## config.mk

```make
export PLATFORM = sky130hd
export DESIGN_NAME = seg_scan_decoder
export DESIGN_NICKNAME = d
export VERILOG_FILES = /design/src/rtl/seg_scan_decoder.sv
export SDC_FILE = /design/constraint.sdc
export NUM_CORES = 1
export LEC_CHECK = 0
export CAP_MARGIN = 0
export CORE_UTILIZATION = 35
export CTS_CLUSTER_SIZE = 25
export DETAILED_ROUTE_END_ITERATION = 8
export HOLD_SLACK_MARGIN = 0.1
export PLACE_DENSITY = 0.57
export SLEW_MARGIN = 10
export SYNTH_ARGS = -nofsm -noshare
export SYNTH_HDL_FRONTEND = slang
export SYNTH_SLANG_ARGS = --single-unit
export TNS_END_PERCENT = 30
```

## constraint.sdc

```tcl
create_clock -name i_clk -period 3 [get_ports i_clk]
set_input_delay 0.6 -clock i_clk [delete_from_list [all_inputs] [get_ports i_clk]]
set_output_delay 0.6 -clock i_clk [all_outputs]
set_load 0.005 [all_outputs]
```

## src/rtl/seg_scan_decoder.sv

```systemverilog
// seg_scan_decoder
// Receive side of a multiplexed 7-segment display. It watches the segment bus
// and the active-low digit select, waits for each dwell to settle, and decodes
// the segment pattern back to BCD. It gathers the digits into a frame and
// publishes the frame with a one-cycle valid pulse. o_stale flags a display
// that has stopped producing frames.
module seg_scan_decoder #(
    parameter int unsigned STABLE_CYC  = 4,
    parameter logic [3:0]  DIGITS_MASK = 4'b1111,
    parameter int unsigned TIMEOUT     = 27_000_000
) (
    input  logic        i_clk,
    input  logic        i_rst,
    input  logic [7:0]  i_seg,
    input  logic [3:0]  i_dig,
    output logic [15:0] o_bcd,
    output logic [3:0]  o_dp,
    output logic [3:0]  o_err,
    output logic        o_frame_valid,
    output logic        o_stale
);

    localparam int unsigned STAB_W = $clog2(STABLE_CYC + 1);
    localparam int unsigned TMO_W  = $clog2(TIMEOUT + 1);
    localparam logic [STAB_W-1:0] STAB_MAX = STAB_W'(STABLE_CYC);
    localparam logic [TMO_W-1:0]  TMO_MAX  = TMO_W'(TIMEOUT);

    // Segment pattern {a,b,c,d,e,f,g} to {illegal, value}. Any code outside 0-9
    // decodes to F and sets the illegal flag.
    function automatic logic [4:0] decode_seg(input logic [6:0] pat);
        case (pat)
            7'b1111110: return 5'h00;
            7'b0110000: return 5'h01;
            7'b1101101: return 5'h02;
            7'b1111001: return 5'h03;
            7'b0110011: return 5'h04;
            7'b1011011: return 5'h05;
            7'b1011111: return 5'h06;
            7'b1110000: return 5'h07;
            7'b1111111: return 5'h08;
            7'b1111011: return 5'h09;
            default:    return 5'h1F;
        endcase
    endfunction

    // Sampled bus and dwell tracking
    logic [7:0]        seg_q;
    logic [3:0]        dig_q;
    logic [STAB_W-1:0] stab;
    logic              captured;

    // Frame under assembly
    logic [15:0] shadow_bcd;
    logic [3:0]  shadow_dp;
    logic [3:0]  shadow_err;
    logic [3:0]  seen;

    logic [TMO_W-1:0] tmo;

    // Next-state terms
    logic        in_match;
    logic        dwell_done;
    logic        sel_valid;
    logic [1:0]  sel_idx;
    logic        capture;
    logic [4:0]  dec;
    logic [15:0] shadow_bcd_next;
    logic [3:0]  shadow_dp_next;
    logic [3:0]  shadow_err_next;
    logic [3:0]  seen_next;
    logic        frame_done;
    logic [TMO_W-1:0] tmo_next;

    // Dwell completion, selected digit, decode and frame completion
    always_comb begin
        // NOTE: every signal gets a default before any branch so none of them can infer a latch.
        sel_valid       = 1'b0;
        sel_idx         = 2'd0;
        shadow_bcd_next = shadow_bcd;
        shadow_dp_next  = shadow_dp;
        shadow_err_next = shadow_err;
        seen_next       = seen;

        in_match   = ({i_seg, i_dig} == {seg_q, dig_q});
        dwell_done = (stab == STAB_MAX) && !captured;
        dec        = decode_seg(seg_q[7:1]);

        // Only a select with exactly one low bit names a single digit.
        case (dig_q)
            4'b1110: begin sel_valid = 1'b1; sel_idx = 2'd0; end
            4'b1101: begin sel_valid = 1'b1; sel_idx = 2'd1; end
            4'b1011: begin sel_valid = 1'b1; sel_idx = 2'd2; end
            4'b0111: begin sel_valid = 1'b1; sel_idx = 2'd3; end
            default: begin sel_valid = 1'b0; sel_idx = 2'd0; end
        endcase

        capture = dwell_done && sel_valid;

        if (capture) begin
            shadow_bcd_next[{sel_idx, 2'b00} +: 4] = dec[3:0];
            shadow_dp_next[sel_idx]                = seg_q[0];
            shadow_err_next[sel_idx]               = dec[4];
            seen_next                              = seen | (4'b0001 << sel_idx);
        end

        frame_done = capture && ((seen_next & DIGITS_MASK) == DIGITS_MASK);

        // A completed frame restarts the timeout; otherwise count up and hold at TIMEOUT.
        if (frame_done)
            tmo_next = '0;
        else if (tmo == TMO_MAX)
            tmo_next = tmo;
        else
            tmo_next = tmo + 1'b1;
    end

    // Sample the bus and track how long the current value has been stable
    always_ff @(posedge i_clk) begin
        if (i_rst) begin
            seg_q    <= 8'h00;
            dig_q    <= 4'hF;
            stab     <= '0;
            captured <= 1'b0;
        end else begin
            // NOTE: state registers use non-blocking assignment so every flop sees pre-edge values.
            seg_q <= i_seg;
            dig_q <= i_dig;
            if (!in_match) begin
                stab     <= '0;
                captured <= 1'b0;
            end else begin
                if (stab != STAB_MAX)
                    stab <= stab + 1'b1;
                // A settled dwell is used once, even when its select is blank or ambiguous.
                if (dwell_done)
                    captured <= 1'b1;
            end
        end
    end

    // Assemble the shadow frame and publish it when the required digits are present
    always_ff @(posedge i_clk) begin
        if (i_rst) begin
            // NOTE: the shadow registers are small flops, not a memory, so they are reset like any other state.
            shadow_bcd    <= '0;
            shadow_dp     <= '0;
            shadow_err    <= '0;
            seen          <= '0;
            o_bcd         <= '0;
            o_dp          <= '0;
            o_err         <= '0;
            o_frame_valid <= 1'b0;
        end else begin
            shadow_bcd    <= shadow_bcd_next;
            shadow_dp     <= shadow_dp_next;
            shadow_err    <= shadow_err_next;
            seen          <= frame_done ? 4'b0000 : seen_next;
            o_frame_valid <= frame_done;
            if (frame_done) begin
                o_bcd <= shadow_bcd_next;
                o_dp  <= shadow_dp_next;
                o_err <= shadow_err_next;
            end
        end
    end

    // Count cycles since the last frame; stale once the count reaches TIMEOUT
    always_ff @(posedge i_clk) begin
        if (i_rst) begin
            tmo     <= '0;
            o_stale <= 1'b0;
        end else begin
            tmo     <= tmo_next;
            o_stale <= (tmo_next == TMO_MAX);
        end
    end

endmodule

```

==> parameters.txt <==
Parameter                              Value

Clock tree
  Number of buffers inserted during clock tree synthesis ... 9
  Quantity of gates resized following cts ... 0
  Hold bufs inserted after CTS ... 0
  Number of levels in the clock H-tree ... 3
  Buffer levels on the longest clock path ... 2
  Worst-path clk slew ... 60 ps
  Sinks on the clock net ... 95
  TritonCTS clock tree ... yes
  Clock root cell ... sky130_fd_sc_hd__clkbuf_16
  Post-CTS repair timing setup buffer count ... 0
  Source-to-sink clock delay at the later pin of the worst-skew pair ... 340 ps

STA
  Post-route worst hold slack ... 476 ps
  Final Setup Violations ... 0
  Total Neg Setup Slack ... 0 ps
  Clock skew ... 9.93 ps
  Clock period minus worst slack ... 2640 ps
  Fin. Hold Viols ... 0
  Max transition margin ... 0.581
  Actual slew at the worst max-slew pin ... 629 ps
  Final Max Slew Viols ... 0
  Tcrit/Tclk final ... 0.879
  Unrepaired setup endpoints after global routing ... false
  Fmax ... 0.379 GHz

Global routing
  Vias in the first global route ... 3248
  Maximum number of pins on one net before global-route repair ... 47
  Number of antenna violations at the first check in global routing ... 0
  Remaining Overflow, GRT ... 0
  Global-route usage over all layers ... 0.155
  First-pass GRT wire length ... 15900 um

Synth
  Warnings from Yosys ... 0
  Flip-flop cell with the highest count after synthesis ... sky130_fd_sc_hd__dfxtp_1
  Simple-Gate Fraction of Synth Area ... 0.262
  Area share of xor/xnor cells in the synthesized design ... 0.0801
  Post-Synthesis Net Count ... 527
  Synthesized flop and latch total ... 95
  Dominant combinational cell family by area after synthesis ... simple AND/OR/NAND/NOR gates
  Biggest area contributors in the synthesized netlist ... sky130_fd_sc_hd__dfxtp_1 (43%), sky130_fd_sc_hd__nor2_1 (8.0%), sky130_fd_sc_hd__xnor2_1 (4.6%), sky130_fd_sc_hd__a211oi_1 (3.4%), sky130_fd_sc_hd__xor2_1 (3.4%)
  Distinct cells, synth ... 58
  Post-synthesis share of cell area spent on full adders, half adders and majority gates ... 0.0315
  Cell count after synthesis ... 502
  Cell type with the largest total area after synthesis ... sky130_fd_sc_hd__dfxtp_1
  Syn Area/Cell ... 8.71 sq um
  Sequential-to-total area share from yosys stat ... 0.435
  Async S/R FF share, synth ... 0
  Count of flip-flops with a built-in enable after synthesis ... 0
  Area fraction in compound gates after synthesis ... 0.128
  Netlist area before placement ... 4370 sq um
  Area fraction of the dominant cell type after synthesis ... 0.435
  Post-synthesis mux area share ... 0.0206

Place
  RD Place Congestion ... 0.818
  DP Wirelength ... 6790 um
  I/O Buffers ... 39

Setup path
  Kind of start point of the critical path ... flop
  Crit path max fanout ... 6
  CP cell instances ... xor2_1 > and3_1 > inv_1 > ha_1 > o22ai_1 > nor2_1 > o211a_1 > or3_1 > or4_1 > nor4_2
  Peak per-stage delay on the critical path ... 530 ps
  Critical path capture point type ... flop
  Startpoint of the worst setup timing path ... dig_q[3]
  Dominant delay contributor by cell family on the critical path ... simple AND/OR/NAND/NOR gates
  CP Depth ... 10
  Worst reg2reg path startpoint ... dig_q[3]
  Register-to-Register Path Depth ... 10
  Slowest cell on the critical path ... sky130_fd_sc_hd__or4_1
  Register-to-Register Setup Slack ... 360 ps
  Worst setup path class ... flop to flop
  Endpoint arrival time on the critical path ... 2890 ps
  CP bufs+invs ... 1
  Crit path capture ... o_stale
  R2r endpoint ... o_stale
  WP data required ... 3260 ps

Final layout
  Post-layout utilization of the core ... 0.429
  Layout Area Growth over Synthesis ... 18.9%
  Net count of the finished layout ... 553
  Share of cells above drive strength 1 ... 0.0658
  ANT cells ... 0

Drt
  Pre-antenna DRT Iters ... 6
  Wire length after detailed routing ... 9330 um
  Residual DRC ... 0
  Vias per Instance ... 5.06
  Post-detailed-route count of antenna-violating nets ... 0
  Total via count in the routed design ... 3540
  Count of routing violations after the opening detailed-route iteration ... 198
  Routed wire per std cell ... 13.3 um

Min path
  Hold Crit Class ... flop to flop

Power
  Part of the total power dissipated in combinational logic ... 0.052
  Pwr/cell area ... 507 nW/um^2
  Worst ir drop on vdd ... 0.318 mV
  Total power ... 2.64 mW
  Internal ... 2.08 mW
  Clock Power Share ... 0.456
  Net switching component of the power ... 0.556 mW
  Leakage power summed over all cells ... 1.85 nW
  Sequential Power Share ... 0.492
  Fraction of power spent switching nets ... 0.211

Outcome
  Result of the run ... complete, no violations

Floorplan
  Std-Cell Core Area ... 12100 sq um
  Die Footprint ... 12900 sq um
  Placement Rows ... 40
  Starting Density ... 0.361
  Die H ... 114 um
  Horiz. Die Dim ... 114 um
  I/O pin count ... 40

Run
  Max-cap violations ... 0
[tightest hold or removal path, stage by stage (launching register included)]
cell and delay [ps]:
sky130_fd_sc_hd__dfxtp_1 330, sky130_fd_sc_hd__a21oi_1 40, sky130_fd_sc_hd__nor2_1 70
[how the worst min path moves through the flow]
stage / end / slack [ps] / start / cells past startpoint
finish: captured / 480 / captured / 2
global route: shadow_bcd[11] / 500 / shadow_bcd[11] / 2
detailed placement: captured / 460 / captured / 2
floorplan: captured / 440 / captured / 2
CTS: shadow_bcd[7] / 480 / shadow_bcd[7] / 2
global placement: captured / 450 / captured / 2
[synth_stat cells, types with 3 or more instances]
library cell and n:
sky130_fd_sc_hd__a211oi_1 20, sky130_fd_sc_hd__a21oi_1 9, sky130_fd_sc_hd__a22oi_1 11, sky130_fd_sc_hd__and2_1 3, sky130_fd_sc_hd__and3_1 3, sky130_fd_sc_hd__and4_1 6
sky130_fd_sc_hd__buf_1 3, sky130_fd_sc_hd__buf_2 8, sky130_fd_sc_hd__clkbuf_1 18, sky130_fd_sc_hd__dfxtp_1 95, sky130_fd_sc_hd__ha_1 11, sky130_fd_sc_hd__inv_1 12
sky130_fd_sc_hd__mux2i_1 9, sky130_fd_sc_hd__nand2_1 20, sky130_fd_sc_hd__nand2b_1 6, sky130_fd_sc_hd__nand3_1 19, sky130_fd_sc_hd__nand4_1 17, sky130_fd_sc_hd__nand4b_1 3
sky130_fd_sc_hd__nor2_1 93, sky130_fd_sc_hd__nor2b_1 14, sky130_fd_sc_hd__nor3_1 11, sky130_fd_sc_hd__nor3b_1 4, sky130_fd_sc_hd__nor4_1 6, sky130_fd_sc_hd__o211a_1 4
sky130_fd_sc_hd__o211ai_1 4, sky130_fd_sc_hd__o21ai_0 5, sky130_fd_sc_hd__o22ai_1 7, sky130_fd_sc_hd__or2_2 5, sky130_fd_sc_hd__or4_1 3, sky130_fd_sc_hd__xnor2_1 23
sky130_fd_sc_hd__xor2_1 17
[kinds of logic after synthesis]
logic type,count (synthesis)
DFF,95
and+or+nand+nor,225
xor gates and xnor gates,40
buffers and inverters,44
AOI/OAI and AO/OA,78
adders and majority gates,11
muxes,9
[placed cells by master, fill, tap and decap left out, types with 4 or more instances in the layout]
cell type / instances
sky130_fd_sc_hd__dfxtp_1: 95
sky130_fd_sc_hd__nor2_1: 93
sky130_fd_sc_hd__clkdlybuf4s50_1: 38
sky130_fd_sc_hd__xnor2_1: 23
sky130_fd_sc_hd__nand2_1: 20
sky130_fd_sc_hd__a211oi_1: 20
sky130_fd_sc_hd__nand3_1: 19
sky130_fd_sc_hd__xor2_1: 17
sky130_fd_sc_hd__nand4_1: 17
sky130_fd_sc_hd__nor2b_1: 14
sky130_fd_sc_hd__inv_1: 12
sky130_fd_sc_hd__nor3_1: 11
sky130_fd_sc_hd__a22oi_1: 11
sky130_fd_sc_hd__ha_1: 11
sky130_fd_sc_hd__a21oi_1: 9
sky130_fd_sc_hd__mux2i_1: 9
sky130_fd_sc_hd__clkbuf_16: 9
sky130_fd_sc_hd__o22ai_1: 7
sky130_fd_sc_hd__nor4_1: 6
sky130_fd_sc_hd__nand2b_1: 6
sky130_fd_sc_hd__and4_1: 6
sky130_fd_sc_hd__buf_4: 6
sky130_fd_sc_hd__or2_2: 5
sky130_fd_sc_hd__o21ai_0: 5
sky130_fd_sc_hd__o211a_1: 4
sky130_fd_sc_hd__nor3b_1: 4
sky130_fd_sc_hd__o211ai_1: 4
[per-layer routing]
metal | track usage | up-vias | share of wire
met5 | 0 | - | 0
met1 | 0.210 | 1635 | 0.50
met4 | 0.0519 | 0 | 0.013
li1 | - | 1820 | -
met3 | 0.0446 | 8 | 0.046
met2 | 0.236 | 77 | 0.44
[through the flow]
| stage | std cells | setup WS, ps | instance area (sq um) |
|---|---|---|---|
| detailed placement | 685 | 313 | 4880 |
| global route | 700 | 98.4 | 5200 |
| finish | 700 | 362 | 5200 |
| global placement | 685 | 402 | 4880 |
| floorplan | 502 | 213 | 4370 |
| CTS | 700 | 291 | 5200 |
[power by group through the flow]
stage	registers, mW	clock network [mW]	logic (mW)
after floorplan	1.31	0	0.104
after CTS	1.30	1.24	0.137
after global placement	1.32	0	0.134
after detailed placement	1.32	0	0.136
after global routing	1.30	1.29	0.153
final	1.30	1.20	0.137
[flip-flops by register name, summed over array words and instances, names as in the netlist]
signal / flops
stab: 3
dig_q: 4
tmo: 25
o_frame_valid: 1
o_bcd: 16
captured: 1
o_stale: 1
shadow_bcd: 16
o_err: 4
seen: 4
shadow_dp: 4
shadow_err: 4
seg_q: 8
o_dp: 4
[final cells by class]
| class | count | area, sq um |
|---|---|---|
| Fill cell | 1232 | 6910 |
| Multi-Input combinational cell | 363 | 2290 |
| Sequential cell | 95 | 1900 |
| Timing Repair Buffer | 46 | 442 |
| Clock buffer | 11 | 243 |
| Tap cell | 168 | 210 |
| Clock inverter | 4 | 70.1 |
| Inverter | 13 | 48.8 |
(Power assumes the default switching activity.)
